File: src/rtl/nn_ctrl_pkg.sv
// Shared control definitions for the NN layer scheduler and the layer sequencer.
// Holds the sequencer state encoding, geometry defaults and the layer latency formula.
package nn_ctrl_pkg;

    localparam int N_IN_MAX_DEF  = 64;
    localparam int N_OUT_MAX_DEF = 64;

    typedef enum logic [2:0] {
        S_IDLE,
        S_CLEAR,
        S_ACCUM,
        S_DRAIN,
        S_WRITE,
        S_DONE
    } seq_state_t;

    // Cycles from the cycle in which start is sampled to the cycle in which done is high.
    function automatic int layer_latency(input int n_in, input int n_out,
                                         input int mem_lat, input int bias);
        if (n_in == 0 || n_out == 0) return 1;
        return n_out * (n_in + bias + mem_lat + 2) + 1;
    endfunction

endpackage

File: src/rtl/layer_sequencer_if.sv
// Scheduler <-> layer sequencer bundle: start/done handshake, layer geometry,
// MAC control and memory read / activation write addressing.
interface layer_sequencer_if #(
    parameter int N_IN_MAX  = nn_ctrl_pkg::N_IN_MAX_DEF,
    parameter int N_OUT_MAX = nn_ctrl_pkg::N_OUT_MAX_DEF,
    parameter int WADDR_W   = 12
);
    localparam int IN_W  = $clog2(N_IN_MAX + 1);
    localparam int OUT_W = $clog2(N_OUT_MAX + 1);
    localparam int ACT_W = $clog2(N_OUT_MAX);

    logic               start;
    logic               abort;
    logic [IN_W-1:0]    n_in;
    logic [OUT_W-1:0]   n_out;
    logic [WADDR_W-1:0] w_base;
    logic               busy;
    logic               done;
    logic [IN_W-1:0]    in_addr;
    logic [WADDR_W-1:0] w_addr;
    logic               mac_clr;
    logic               mac_en;
    logic               act_we;
    logic [ACT_W-1:0]   act_addr;

    modport master (
        output start, abort, n_in, n_out, w_base,
        input  busy, done, in_addr, w_addr, mac_clr, mac_en, act_we, act_addr
    );

    modport slave (
        input  start, abort, n_in, n_out, w_base,
        output busy, done, in_addr, w_addr, mac_clr, mac_en, act_we, act_addr
    );

endinterface

File: src/rtl/valid_delay.sv
// Delays a read-valid strobe by STAGES cycles to line it up with memory read data.
// flush clears every stage synchronously so no stale strobe survives an abort.
module valid_delay #(
    parameter int STAGES = 1
) (
    input  logic clk,
    input  logic rst_n,
    input  logic flush,
    input  logic vld_in,
    output logic vld_out
);
    logic [STAGES-1:0] vld_p;
    logic [STAGES:0]   shift_in;

    assign shift_in = {vld_p, vld_in};

    always_ff @(posedge clk or negedge rst_n) begin
        if (!rst_n) begin
            vld_p <= '0;
        end else if (flush) begin
            vld_p <= '0;
        end else begin
            vld_p <= shift_in[STAGES-1:0];
        end
    end

    assign vld_out = vld_p[STAGES-1];

endmodule

File: src/rtl/layer_sequencer.sv
// Sequences one fully-connected layer on the shared MAC array, neuron by neuron.
// Define LAYER_SEQ_BIAS_EN to append a bias read (in_addr = n_in) to every neuron.
module layer_sequencer
    import nn_ctrl_pkg::*;
#(
    parameter int N_IN_MAX  = N_IN_MAX_DEF,
    parameter int N_OUT_MAX = N_OUT_MAX_DEF,
    parameter int WADDR_W   = 12,
    parameter int MEM_LAT   = 1
) (
    input logic              clk,
    input logic              rst_n,
    layer_sequencer_if.slave bus
);
    localparam int IN_W  = $clog2(N_IN_MAX + 1);
    localparam int OUT_W = $clog2(N_OUT_MAX + 1);
    localparam int ACT_W = $clog2(N_OUT_MAX);
    localparam int DRN_W = (MEM_LAT > 1) ? $clog2(MEM_LAT) : 1;
`ifdef LAYER_SEQ_BIAS_EN
    localparam logic BIAS = 1'b1;
`else
    localparam logic BIAS = 1'b0;
`endif

    seq_state_t         state, state_nxt;
    logic [IN_W-1:0]    n_in_q, in_cnt, in_addr_q, last_in;
    logic [OUT_W-1:0]   n_out_q;
    logic [ACT_W-1:0]   out_cnt;
    logic [WADDR_W-1:0] wptr, w_addr_q;
    logic [DRN_W-1:0]   drn_cnt;
    logic               accept, last_out;
    logic               rd_vld, mac_clr, act_we, done;

    assign accept   = (state == S_IDLE) && bus.start && !bus.abort;
    assign last_in  = BIAS ? n_in_q : n_in_q - IN_W'(1);
    assign last_out = (OUT_W'(out_cnt) == (n_out_q - OUT_W'(1)));

    always_ff @(posedge clk or negedge rst_n) begin
        if (!rst_n) state <= S_IDLE;
        else        state <= state_nxt;
    end

    always_comb begin
        state_nxt = state;
        rd_vld    = 1'b0;
        mac_clr   = 1'b0;
        act_we    = 1'b0;
        done      = 1'b0;
        case (state)
            S_IDLE: begin
                if (accept)
                    state_nxt = (bus.n_in == '0 || bus.n_out == '0) ? S_DONE : S_CLEAR;
            end
            S_CLEAR: begin
                mac_clr   = 1'b1;
                state_nxt = S_ACCUM;
            end
            S_ACCUM: begin
                rd_vld = 1'b1;
                if (in_cnt == last_in) state_nxt = S_DRAIN;
            end
            S_DRAIN: begin
                if (drn_cnt == '0) state_nxt = S_WRITE;
            end
            S_WRITE: begin
                act_we    = 1'b1;
                state_nxt = last_out ? S_DONE : S_CLEAR;
            end
            S_DONE: begin
                done      = 1'b1;
                state_nxt = S_IDLE;
            end
            default: state_nxt = S_IDLE;
        endcase
        // Abort beats every transition and suppresses any write-back or completion.
        if (bus.abort) begin
            state_nxt = S_IDLE;
            act_we    = 1'b0;
            done      = 1'b0;
        end
    end

    // Running weight pointer walks w_base + out_cnt*stride + in_cnt without a multiplier.
    always_ff @(posedge clk or negedge rst_n) begin
        if (!rst_n) begin
            n_in_q    <= '0;
            n_out_q   <= '0;
            wptr      <= '0;
            in_cnt    <= '0;
            out_cnt   <= '0;
            drn_cnt   <= '0;
            in_addr_q <= '0;
            w_addr_q  <= '0;
        end else begin
            case (state)
                S_IDLE: begin
                    if (accept) begin
                        n_in_q  <= bus.n_in;
                        n_out_q <= bus.n_out;
                        wptr    <= bus.w_base;
                        out_cnt <= '0;
                    end
                end
                S_CLEAR: in_cnt <= '0;
                S_ACCUM: begin
                    in_addr_q <= in_cnt;
                    w_addr_q  <= wptr;
                    in_cnt    <= in_cnt + IN_W'(1);
                    wptr      <= wptr + WADDR_W'(1);
                    drn_cnt   <= DRN_W'(MEM_LAT - 1);
                end
                S_DRAIN: drn_cnt <= drn_cnt - DRN_W'(1);
                S_WRITE: begin
                    if (!last_out) out_cnt <= out_cnt + ACT_W'(1);
                end
                default: ;
            endcase
        end
    end

    // Read strobe -> MEM_LAT pipeline -> mac_en, aligned with returning read data.
    valid_delay #(
        .STAGES (MEM_LAT)
    ) u_vld_dly (
        .clk     (clk),
        .rst_n   (rst_n),
        .flush   (bus.abort),
        .vld_in  (rd_vld),
        .vld_out (bus.mac_en)
    );

    assign bus.busy     = (state != S_IDLE);
    assign bus.done     = done;
    assign bus.mac_clr  = mac_clr;
    assign bus.act_we   = act_we;
    assign bus.act_addr = out_cnt;
    assign bus.in_addr  = (state == S_ACCUM) ? in_cnt : in_addr_q;
    assign bus.w_addr   = (state == S_ACCUM) ? wptr   : w_addr_q;

endmodule

File: src/flat_wrapper.sv
// flat-port wrapper written by rule: the top's interface ports become plain ports
module layer_sequencer_flat import nn_ctrl_pkg::*;
#(
    parameter int N_IN_MAX  = N_IN_MAX_DEF,
    parameter int N_OUT_MAX = N_OUT_MAX_DEF,
    parameter int WADDR_W   = 12,
    parameter int MEM_LAT   = 1
)
  (clk, rst_n, bus_start, bus_abort, bus_n_in, bus_n_out, bus_w_base, bus_busy, bus_done, bus_in_addr, bus_w_addr, bus_mac_clr, bus_mac_en, bus_act_we, bus_act_addr);
  layer_sequencer_if #(.N_IN_MAX(N_IN_MAX), .N_OUT_MAX(N_OUT_MAX), .WADDR_W(WADDR_W)) bus_i ();
  input logic clk;
  input logic rst_n;
  input wire logic [$bits(bus_i.start)-1:0] bus_start;
  input wire logic [$bits(bus_i.abort)-1:0] bus_abort;
  input wire logic [$bits(bus_i.n_in)-1:0] bus_n_in;
  input wire logic [$bits(bus_i.n_out)-1:0] bus_n_out;
  input wire logic [$bits(bus_i.w_base)-1:0] bus_w_base;
  output wire logic [$bits(bus_i.busy)-1:0] bus_busy;
  output wire logic [$bits(bus_i.done)-1:0] bus_done;
  output wire logic [$bits(bus_i.in_addr)-1:0] bus_in_addr;
  output wire logic [$bits(bus_i.w_addr)-1:0] bus_w_addr;
  output wire logic [$bits(bus_i.mac_clr)-1:0] bus_mac_clr;
  output wire logic [$bits(bus_i.mac_en)-1:0] bus_mac_en;
  output wire logic [$bits(bus_i.act_we)-1:0] bus_act_we;
  output wire logic [$bits(bus_i.act_addr)-1:0] bus_act_addr;
  assign bus_i.start = bus_start;
  assign bus_i.abort = bus_abort;
  assign bus_i.n_in = bus_n_in;
  assign bus_i.n_out = bus_n_out;
  assign bus_i.w_base = bus_w_base;
  assign bus_busy = bus_i.busy;
  assign bus_done = bus_i.done;
  assign bus_in_addr = bus_i.in_addr;
  assign bus_w_addr = bus_i.w_addr;
  assign bus_mac_clr = bus_i.mac_clr;
  assign bus_mac_en = bus_i.mac_en;
  assign bus_act_we = bus_i.act_we;
  assign bus_act_addr = bus_i.act_addr;
  layer_sequencer #(.N_IN_MAX(N_IN_MAX), .N_OUT_MAX(N_OUT_MAX), .WADDR_W(WADDR_W), .MEM_LAT(MEM_LAT)) u_core (.clk(clk), .rst_n(rst_n), .bus(bus_i));
endmodule
File: config.mk
export PLATFORM = sky130hd
export DESIGN_NAME = layer_sequencer_flat
export DESIGN_NICKNAME = d
export VERILOG_FILES = /design/src/rtl/nn_ctrl_pkg.sv /design/src/rtl/layer_sequencer_if.sv /design/src/rtl/valid_delay.sv /design/src/rtl/layer_sequencer.sv /design/src/flat_wrapper.sv
export SDC_FILE = /design/constraint.sdc
export NUM_CORES = 1
export LEC_CHECK = 0
export CORE_MARGIN = 1.5
export CORE_UTILIZATION = 35
export CTS_BUF_LIST = sky130_fd_sc_hd__clkbuf_2
export CTS_CLUSTER_SIZE = 20
export DETAILED_ROUTE_END_ITERATION = 10
export GPL_TIMING_DRIVEN = 0
export PLACE_DENSITY = 0.54
export RECOVER_POWER = 100
export SLEW_MARGIN = 20
export SYNTH_ARGS = -nofsm -noshare
export SYNTH_HDL_FRONTEND = slang
export SYNTH_SLANG_ARGS = --single-unit
File: constraint.sdc
create_clock -name clk -period 2.39 [get_ports clk]
set_input_delay 0.478 -clock clk [delete_from_list [all_inputs] [get_ports clk]]
set_output_delay 0.478 -clock clk [all_outputs]
set_load 0.05 [all_outputs]
==> results by stage, run 1 <==
Timing:
- The setup clock skew after layout is 0.0239 ns.
- In the finished design, the share of the clock period the worst path needs comes to 0.978.
- The upper clock frequency limit is 428 MHz.
- Setup violations remaining at the end of the flow were counted as 0.
- The final setup slack of the worst path is 0.0533 ns.
- In this run the tightest slew margin relative to its limit is 0.455.
- For the pin with the worst max-slew slack, the measured transition is 0.817 ns.
- The shortest clock period the worst path allows after layout is 2.34 ns.
- The final count of hold timing violations is 0.
- Hold timing on the final database bottoms out at a slack of 0.502 ns.
- The count of pins over their slew limit came to 0.
- Setup repair after global routing could not meet its margin everywhere.

Flow run:
- Max-cap violations in this run came to 0.

Placement:
- At the placement stage, the worst setup path has a slack of -0.698 ns.
- The congestion estimate from routability-driven global placement came to 0.815.
- The number of placed instances, taps included, is 539.
- Summed over all nets, the half-perimeter wirelength after detailed placement is 5.76 mm.
- Once placement finished, the instance area stood at 0.00395 mm².
- The number of input and output port buffers inserted is 59.

Setup path:
- The critical path class is flop to output pin.
- The worst setup path is launched from a flop.
- At the worst endpoint, the required time is 1.91 ns.
- The sort of element at the end of the critical path is an output pin.
- In this run the worst path has a maximum fanout of 10.
- At the worst endpoint, the arrival time is 1.86 ns.

Routing:
- The count of nets left with antenna violations after detail routing is 0.
- The count of unresolved DRC violations after routing is 3.
- Before antenna repair, the detailed router went through 7 iterations.
- After detailed routing, the number of vias per cell comes to 5.04.
- Summed over all layers, the routed wires come to 8.07 mm.
- The violation count after the first detailed-route iteration is 147.
- The average routed wire per standard cell is 14.2 µm.
- Detailed routing inserted a total of 2857 vias.

Synthesis:
- The net count of the mapped netlist is 406.
- The multiplexer area fraction after synthesis is 0.0188.
- The combinational family with the most area after synthesis is simple AND/OR/NAND/NOR gates.
- Counting every instance in the synthesized netlist gives 371.
- Synthesis inferred 63 register bits.
- The count of unique library cells instantiated by Yosys is 47.
- Of the total synthesized cell area, the portion taken by AND, OR, NAND and NOR gates is 0.279.
- The synthesized design contains 0 enable-type register cells.
- The synthesized netlist occupies a cell area of 0.00320 mm².
- The area fraction in compound gates after synthesis was 0.104.
- The cell type with the largest total area after synthesis is sky130_fd_sc_hd__dfrtp_1.
- The most used flip-flop cell after synthesis is sky130_fd_sc_hd__dfrtp_1.
- The share of the synthesized area in the top cell type is 0.492.
- Yosys printed 0 warnings.
- For this run, asynchronously set or reset flops after synthesis account for 1.00.
- The parity-gate share of the synthesized area counting xor and xnor cells is 0.0520.
- The sequential fraction of the synthesis area is 0.492.
- The adder and majority gate portion of the synthesized area is 0.0195.
- A synthesized cell averages 8.63 µm².
- Yosys attributes the largest share of cell area to sky130_fd_sc_hd__dfrtp_1, sky130_fd_sc_hd__nand2_1, sky130_fd_sc_hd__xnor2_1, sky130_fd_sc_hd__nor2_1, sky130_fd_sc_hd__o21ai_0.

Floorplan:
- The die outline width is 98.6 µm.
- In this run the standard cell core region covers 0.00881 mm².
- The initial utilization of the core area, before any placement, comes to 0.364.
- The die height is 98.6 µm.
- The total I/O pin count is 60.
- The cell row count is 34.
- The die outline area is 0.00973 mm².

Finish:
- The number of fill cells in the layout is 887.
- The area growth from synthesis to final layout is 33.8%.
- The layout net count is 490.
- The finished cells cover 0.00428 mm².
- After the flow finishes, the layout carries non-filler instances totaling 567.
- The share of layout cells above drive strength 1 is 0.181.
- The number of inserted diodes is 0.

Outcome:
- The checks that failed: design-rule violations.
- The run finished, with violations left.

Clock network:
- Clock-pin slew was measured on the worst setup and hold paths at 0.16 ns.
- Clock tree synthesis found a total of 63 sinks.
- The clock latency reported for the late side of the worst-skew pair is 0.49 ns.
- The maximum count of clock buffers along a single path is 2.
- The clock tree synthesis step divided the H-tree into 3 levels.
- The clock tree from TritonCTS is built.
- The number of buffers added by the clock tree synthesis step is 9.
- In this run the clock root is driven by a sky130_fd_sc_hd__clkbuf_2.

GRT:
- In the global route stage, overall resource usage came out at 0.177.
- The maximum number of pins on one net before global-route repair is 33.
- The residual overflow from global routing is 0.
- The number of global-route vias before repair is 2740.
- The number of antenna violations at the first check in global routing came to 0.
- The first global-routing pass estimated 13.5 mm of wire.

Power and ir drop:
- The power density relative to cell area is 1270 mW/mm².
- The completed layout was analyzed and its total power is 5.45 mW.
- IR analysis of the VDD net gives a maximum drop of 0.000706 V.
- The static leakage is 2.01 nW.

Hold path:
- The type of the most critical hold path is flop to flop.
-- flip-flops by register name (all words and copies together) (netlist names) --
| name | cells |
|---|---|
| u_core.w_addr_q | 12 |
| u_core.in_addr_q | 7 |
| u_core.in_cnt | 7 |
| u_core.wptr | 12 |
| u_core.n_out_q | 7 |
| u_core.u_vld_dly.vld_out | 1 |
| u_core.drn_cnt | 1 |
| u_core.n_in_q | 7 |
| u_core.state | 3 |
| u_core.bus.act_addr | 6 |
-- synthesized netlist by cell type (2+ instances only) --
| cell | instances |
|---|---|
| sky130_fd_sc_hd__ha_1 | 5 |
| sky130_fd_sc_hd__dfrtp_1 | 63 |
| sky130_fd_sc_hd__clkbuf_1 | 10 |
| sky130_fd_sc_hd__o221a_2 | 2 |
| sky130_fd_sc_hd__nor3_1 | 10 |
| sky130_fd_sc_hd__nand4_1 | 4 |
| sky130_fd_sc_hd__and3_1 | 4 |
| sky130_fd_sc_hd__nand2_1 | 115 |
| sky130_fd_sc_hd__o22ai_1 | 4 |
| sky130_fd_sc_hd__mux2i_1 | 6 |
| sky130_fd_sc_hd__nand2b_1 | 4 |
| sky130_fd_sc_hd__xnor2_1 | 14 |
| sky130_fd_sc_hd__nand3_1 | 12 |
| sky130_fd_sc_hd__nor4_1 | 4 |
| sky130_fd_sc_hd__inv_1 | 8 |
| sky130_fd_sc_hd__o21ai_0 | 20 |
| sky130_fd_sc_hd__or3_1 | 2 |
| sky130_fd_sc_hd__xor2_1 | 5 |
| sky130_fd_sc_hd__buf_2 | 5 |
| sky130_fd_sc_hd__a21oi_1 | 11 |
| sky130_fd_sc_hd__a31oi_1 | 3 |
| sky130_fd_sc_hd__nor2_1 | 32 |
| sky130_fd_sc_hd__nor2b_1 | 4 |
-- worst max-delay path, stage by stage (launching register included) --
cell	delay, ns
sky130_fd_sc_hd__dfrtp_1	0.39
sky130_fd_sc_hd__buf_6	0.14
sky130_fd_sc_hd__nand2b_4	0.08
sky130_fd_sc_hd__or2_4	0.29
sky130_fd_sc_hd__clkbuf_8	0.18
sky130_fd_sc_hd__nand2_1	0.07
sky130_fd_sc_hd__nand2_1	0.08
sky130_fd_sc_hd__buf_6	0.16
-- cell type report --
cell class                 instances  area, µm²  share of cell area
buffer                            16        133              0.0310
clock buffer                      10       50.0              0.0117
clock inverter                     5       73.8              0.0172
inverter                           8       30.0             0.00701
multi-input combinational        283       1570               0.365
sequential                        63       1580               0.368
tap                              108        135              0.0316
timing repair buffer              74        719               0.168
-- report_power, final --
part           total, mW  switching, mW  leakage, nW  internal [mW]
sequential          1.79          0.349        0.793           1.44
combinational       2.93           1.76         1.14           1.18
clock              0.724          0.385       0.0792          0.339
total               5.45           2.49         2.01           2.96
-- kinds of logic after synthesis --
group | Yosys count
AOI/OAI and AO/OA | 53
xor gates and xnor gates | 19
and+or+nand+nor | 200
buffers and inverters | 25
adders and majority gates | 5
DFF | 63
muxes | 6
-- final timing paths --
| check | startpoint | end | slack (ns) | cells after the start |
|---|---|---|---|---|
| max | u_core.state[1]$_DFFE_PN0P_ | bus_w_addr[0] | 0.05 | 7 |
| max reg2reg | u_core.state[2]$_DFFE_PN0P_ | u_core.n_in_q[2]$_DFFE_PN0P_ | 0.39 | 7 |
| max in group asynchronous | rst_n | u_core.in_addr_q[2]$_DFF_PN0_ | 0.52 | 3 |
| min | u_core.in_addr_q[5]$_DFF_PN0_ | u_core.in_addr_q[5]$_DFF_PN0_ | 0.50 | 2 |
| min in group asynchronous | rst_n | u_core.w_addr_q[3]$_DFF_PN0_ | 0.56 | 2 |
| min reg2reg | u_core.in_addr_q[5]$_DFF_PN0_ | u_core.in_addr_q[5]$_DFF_PN0_ | 0.50 | 2 |
-- stage by stage --
step	setup TNS [ns]	util
2_1_floorplan	0	-
3_3_place_gp	-101.54	0.447
3_5_place_dp	-15.31	0.449
4_1_cts	0	0.474
5_1_grt	-0.799	0.486
6_report	0	0.486
-- per-layer routing --
metal	track usage	up-vias	wire, µm
met5	0	-	0
li1	-	1431	-
met1	0.259	1358	3960
met2	0.256	59	3670
met3	0.0333	9	332
met4	0.0769	0	113
-- cell usage in the layout (no fill, tap or decap), types with 4 or more instances in the layout --
master / instances
sky130_fd_sc_hd__nand2_1: 106
sky130_fd_sc_hd__dfrtp_1: 63
sky130_fd_sc_hd__clkdlybuf4s50_1: 32
sky130_fd_sc_hd__nor2_1: 30
sky130_fd_sc_hd__buf_6: 21
sky130_fd_sc_hd__o21ai_0: 20
sky130_fd_sc_hd__xnor2_1: 14
sky130_fd_sc_hd__buf_4: 13
sky130_fd_sc_hd__clkbuf_2: 13
sky130_fd_sc_hd__nand3_1: 12
sky130_fd_sc_hd__a21oi_1: 11
sky130_fd_sc_hd__nor3_1: 10
sky130_fd_sc_hd__nand2_2: 9
sky130_fd_sc_hd__inv_1: 8
sky130_fd_sc_hd__clkbuf_1: 6
sky130_fd_sc_hd__mux2i_1: 6
sky130_fd_sc_hd__xor2_1: 5
sky130_fd_sc_hd__ha_1: 5
sky130_fd_sc_hd__buf_2: 4
sky130_fd_sc_hd__buf_8: 4
sky130_fd_sc_hd__and3_1: 4
sky130_fd_sc_hd__nor4_1: 4
sky130_fd_sc_hd__nand4_1: 4
sky130_fd_sc_hd__nor2b_1: 4
sky130_fd_sc_hd__o22ai_1: 4
-- repair_timing --
item | 4_1_cts | 5_1_grt
pin swaps | 2 | 1
gates cloned | 0 | 1
setup endpoints to repair | 23 | 26
endpoints found under the hold margin | 31 | 0
hold buffers | 1 | 0
resized for setup | 160 | 32
buffers inserted | 5 | 7
Note: power is estimated with default switching activity, not from simulation.
==> run 2, diff against run 1 <==
- HOLD_SLACK_MARGIN: not set -> 0.1
- PLACE_DENSITY: 0.54 -> 0.66
==> run 2 against run 1 <==
  * The flow now finishes without violations
  * Clock skew up 0.020 ns
  * Die area unchanged
  * Total power up 8.1%
  * Combinational power up 17%
  * Worst hold slack better by 0.0076 ns
  * Wire length up 3.4%
  * Cell count up 1.2%
  * Sequential share of layout area down 2.9 points
  * Cell area up 8.6%
  * Register-to-register slack about the same
  * Largest cell class is now multi-input gates
==> results by stage, run 2 (same netlist as run 1, synthesis figures left out) <==
Outcome:
- The run finished with clean final reports.

Timing:
- The count of pins over their slew limit is 0.
- For this run, the top clock speed supported by timing is 422 MHz.
- For the pin with the worst max-slew slack, the measured transition is 0.908 ns.
- In the finished design, the share of the clock period the worst path needs comes to 0.991.
- Setup repair after global routing could not meet its margin everywhere.
- Setup violations remaining at the end of the flow were counted as 0.
- The final count of hold timing violations came to 0.
- The headroom to the max-slew limit is 0.395.
- On the final layout, the worst clock skew is 0.0437 ns.
- The shortest clock period the worst path allows after layout is 2.37 ns.

Clock network:
- The clock transition at the registers of the reported paths is 0.20 ns.
- The clock net in this run drives a total of 63 sinks.
- Counting the buffers created by CTS gives 9.
- The H-tree generated during clock tree synthesis spans 3 levels.
- The tree is rooted in a sky130_fd_sc_hd__clkbuf_2.
- Clock latency on the worst-skew pair, taken at its later pin, is 0.51 ns.
- The maximum count of clock buffers along a single path is 2.
- The clock tree from TritonCTS is built.

Setup path:
- In this run the critical register-to-register path is launched from u_core.state[2]$_DFFE_PN0P_.
- STA classifies the critical path endpoint as an output pin.
- The endpoint identified for the worst register-to-register timing path is u_core.n_in_q[4]$_DFFE_PN0P_.
- The critical path goes through buf_6, nand2b_4, or2_4, clkbuf_16, nand2_4, nand2_4, buf_8.
- The worst reg-to-reg setup slack is 0.38 ns.
- The startpoint kind of the worst setup timing path is a flop.
- On the critical path, the stage with the largest delay is an instance of sky130_fd_sc_hd__dfrtp_1.
- The maximum fanout along the worst path is 7.
- The library cell appearing most often on the critical path is sky130_fd_sc_hd__nand2_4.
- The largest single stage delay on the critical path is 0.38 ns.
- The depth of the worst register-to-register path is 7.
- The critical path required time is 1.91 ns.
- For the worst setup path, the data arrival time is 1.89 ns.
- The critical path class is flop to output pin.

Routing:
- The first detailed-routing pass took 6 iterations.
- The count of nets left with antenna violations after detail routing is 0.
- The detailed-route vias per instance is 5.17.
- In this run, the number of DRC markers left after iteration 0 of detailed routing was 175.
- The detailed router placed 2970 vias in this run.
- For this block, the routed nets add up to 8.35 mm of wire.
- After detailed routing, the number of remaining DRC violations is 0.
- The average routed wire per standard cell is 14.5 µm.

GRT:
- For this run, global-route usage on met1 was measured as 0.234.
- The global-route usage over all layers is 0.172.
- The layer with the highest usage is met2.
- Summed over all layers, the global routing overflow is 0.
- Entering global routing, the biggest net connects 51 pins.
- The global routing met3 resource utilization is 0.0326.
- The number of antenna violations at the first check in global routing is 0.
- The number of global-route vias before repair is 2771.
- In the global route stage, met2 resource usage came out at 0.268.
- The first global-routing pass estimated 13.1 mm of wire.

Finish:
- Compared with the post-synthesis result, the final layout area differs by 45.3%.
- The commonest non-fill, non-tap cell in the layout is sky130_fd_sc_hd__nand2_1.
- The final cell count without fillers is 574.
- Fill cells in the final layout number 780.
- In the final layout, the registers with the most flip-flops are u_core.w_addr_q x12, u_core.wptr x12.
- The library cells used most frequently in the layout, excluding fill and tap cells, are sky130_fd_sc_hd__nand2_1, sky130_fd_sc_hd__dfrtp_1, sky130_fd_sc_hd__nor2_1, sky130_fd_sc_hd__clkdlybuf4s50_1, sky130_fd_sc_hd__nand2_4.
- Once layout is complete, the utilization of the core stands at 0.528.
- 0 antenna diodes ended up in the layout.
- At the end of the flow, the number of nets in the layout was 496.
- The share of layout cells above drive strength 1 is 0.260.

Power and ir drop:
- In this run the power density over the cells is 1270 mW/mm².
- Across the VDD grid, the largest voltage drop is 0.000654 V.
- The static leakage is 2.14 nW.

Placement:
- The HPWL after detailed placement is 5.58 mm.
- The final estimated routing congestion in global placement is 0.906.
- Buffers placed on the I/O ports in this run total 59.
- The cell count after placement is 539.

Floorplan:
- The cell row count is 34.
- The die outline width is 98.6 µm.
- The die height is 98.6 µm.
- The total I/O pin count is 60.
- The die outline area is 0.00973 mm².
- The initial core utilization is 0.364.
- The core box area is 0.00881 mm².

Hold path:
- The path class of the tightest hold or removal check is input pin to flop.
- The worst hold path terminates at u_core.wptr[1]$_DFFE_PN0P_.
- In this run the most critical hold path is launched from bus_w_base[1].
- The depth of the worst hold-timing path is 3.

Flow run:
- The max-cap check violation count is 0.
-- run 2: cell count changes in the layout (fill, tap and decap cells not counted), moves of 2 or more --
cell	change
sky130_fd_sc_hd__buf_4	+4
sky130_fd_sc_hd__clkbuf_2	-3
sky130_fd_sc_hd__clkbuf_16	+2
sky130_fd_sc_hd__nand2_1	-33
sky130_fd_sc_hd__buf_8	+19
sky130_fd_sc_hd__clkinv_1	+2
sky130_fd_sc_hd__clkdlybuf4s50_1	-2
sky130_fd_sc_hd__nand2_4	+24
sky130_fd_sc_hd__nand2_2	+9
sky130_fd_sc_hd__buf_6	-17
-- run 2: cell type report --
class	instances	area, µm²	area share
multi-input cells	283	1770	0.380
flip-flops and latches	63	1580	0.339
repair buffers	80	878	0.189
plain buffers	16	155	0.0334
well taps	108	135	0.0291
clock inverters	7	62.6	0.0135
clock buffers	9	45.0	0.00969
inverters	8	30.0	0.00646
-- run 2: layer usage --
| metal | up-vias | share of wire |
|---|---|---|
| met1 | 1462 | 0.46 |
| met2 | 62 | 0.49 |
| met3 | 11 | 0.030 |
| li1 | 1435 | - |
| met4 | 0 | 0.016 |
| met5 | - | 0 |
-- run 2: per-stage QoR --
stage	hold WS (ns)	TNS, ns	total power [mW]	instance area [µm²]	worst slack [ns]
after global placement	0.455	-95.03	4.41	3930	-1.28
after detailed placement	0.354	-14.43	4.47	3960	-0.685
after floorplan	0.182	0	3.67	3210	0.231
after global routing	0.489	-1.15	6.29	4650	-0.0795
after CTS	0.295	-0.00308	5.31	4230	-0.00308
final	0.509	0	5.89	4650	0.0207
-- run 2: worst max-delay path, delay by kind of cell (launching register included) --
| family | cells | cell delay, ns |
|---|---|---|
| DFF | 1 | 0.38 |
| buffers and inverters | 3 | 0.47 |
| and+or+nand+nor | 4 | 0.51 |
-- run 2: worst max path at each step --
stage                                         end  cells past startpoint                   startpoint  slack, ns
global placement    u_core.in_addr_q[1]$_DFF_PN0_                      1                        rst_n      -1.28
detailed placement                 bus_in_addr[1]                      8  u_core.state[1]$_DFFE_PN0P_      -0.68
floorplan                          bus_in_addr[3]                      7  u_core.state[1]$_DFFE_PN0P_       0.23
global route                        bus_w_addr[1]                      7  u_core.state[1]$_DFFE_PN0P_      -0.08
CTS                                bus_in_addr[1]                      6  u_core.state[0]$_DFFE_PN0P_     -0.003
finish                              bus_w_addr[1]                      7  u_core.state[1]$_DFFE_PN0P_       0.02
-- run 2: report_power, final --
part           switching, mW  internal (mW)
logic                   1.92           1.49
registers              0.390           1.44
clock network          0.406          0.233
-- run 2: timing repair --
action / CTS / global route
pin swaps: 1 / 38
gates resized for setup: 172 / 100
gates cloned: 0 / 2
endpoints found under the hold margin: 59 / 0
setup buffers: 7 / 10
hold buffers: 1 / 0
endpoints found under the setup margin: 24 / 27
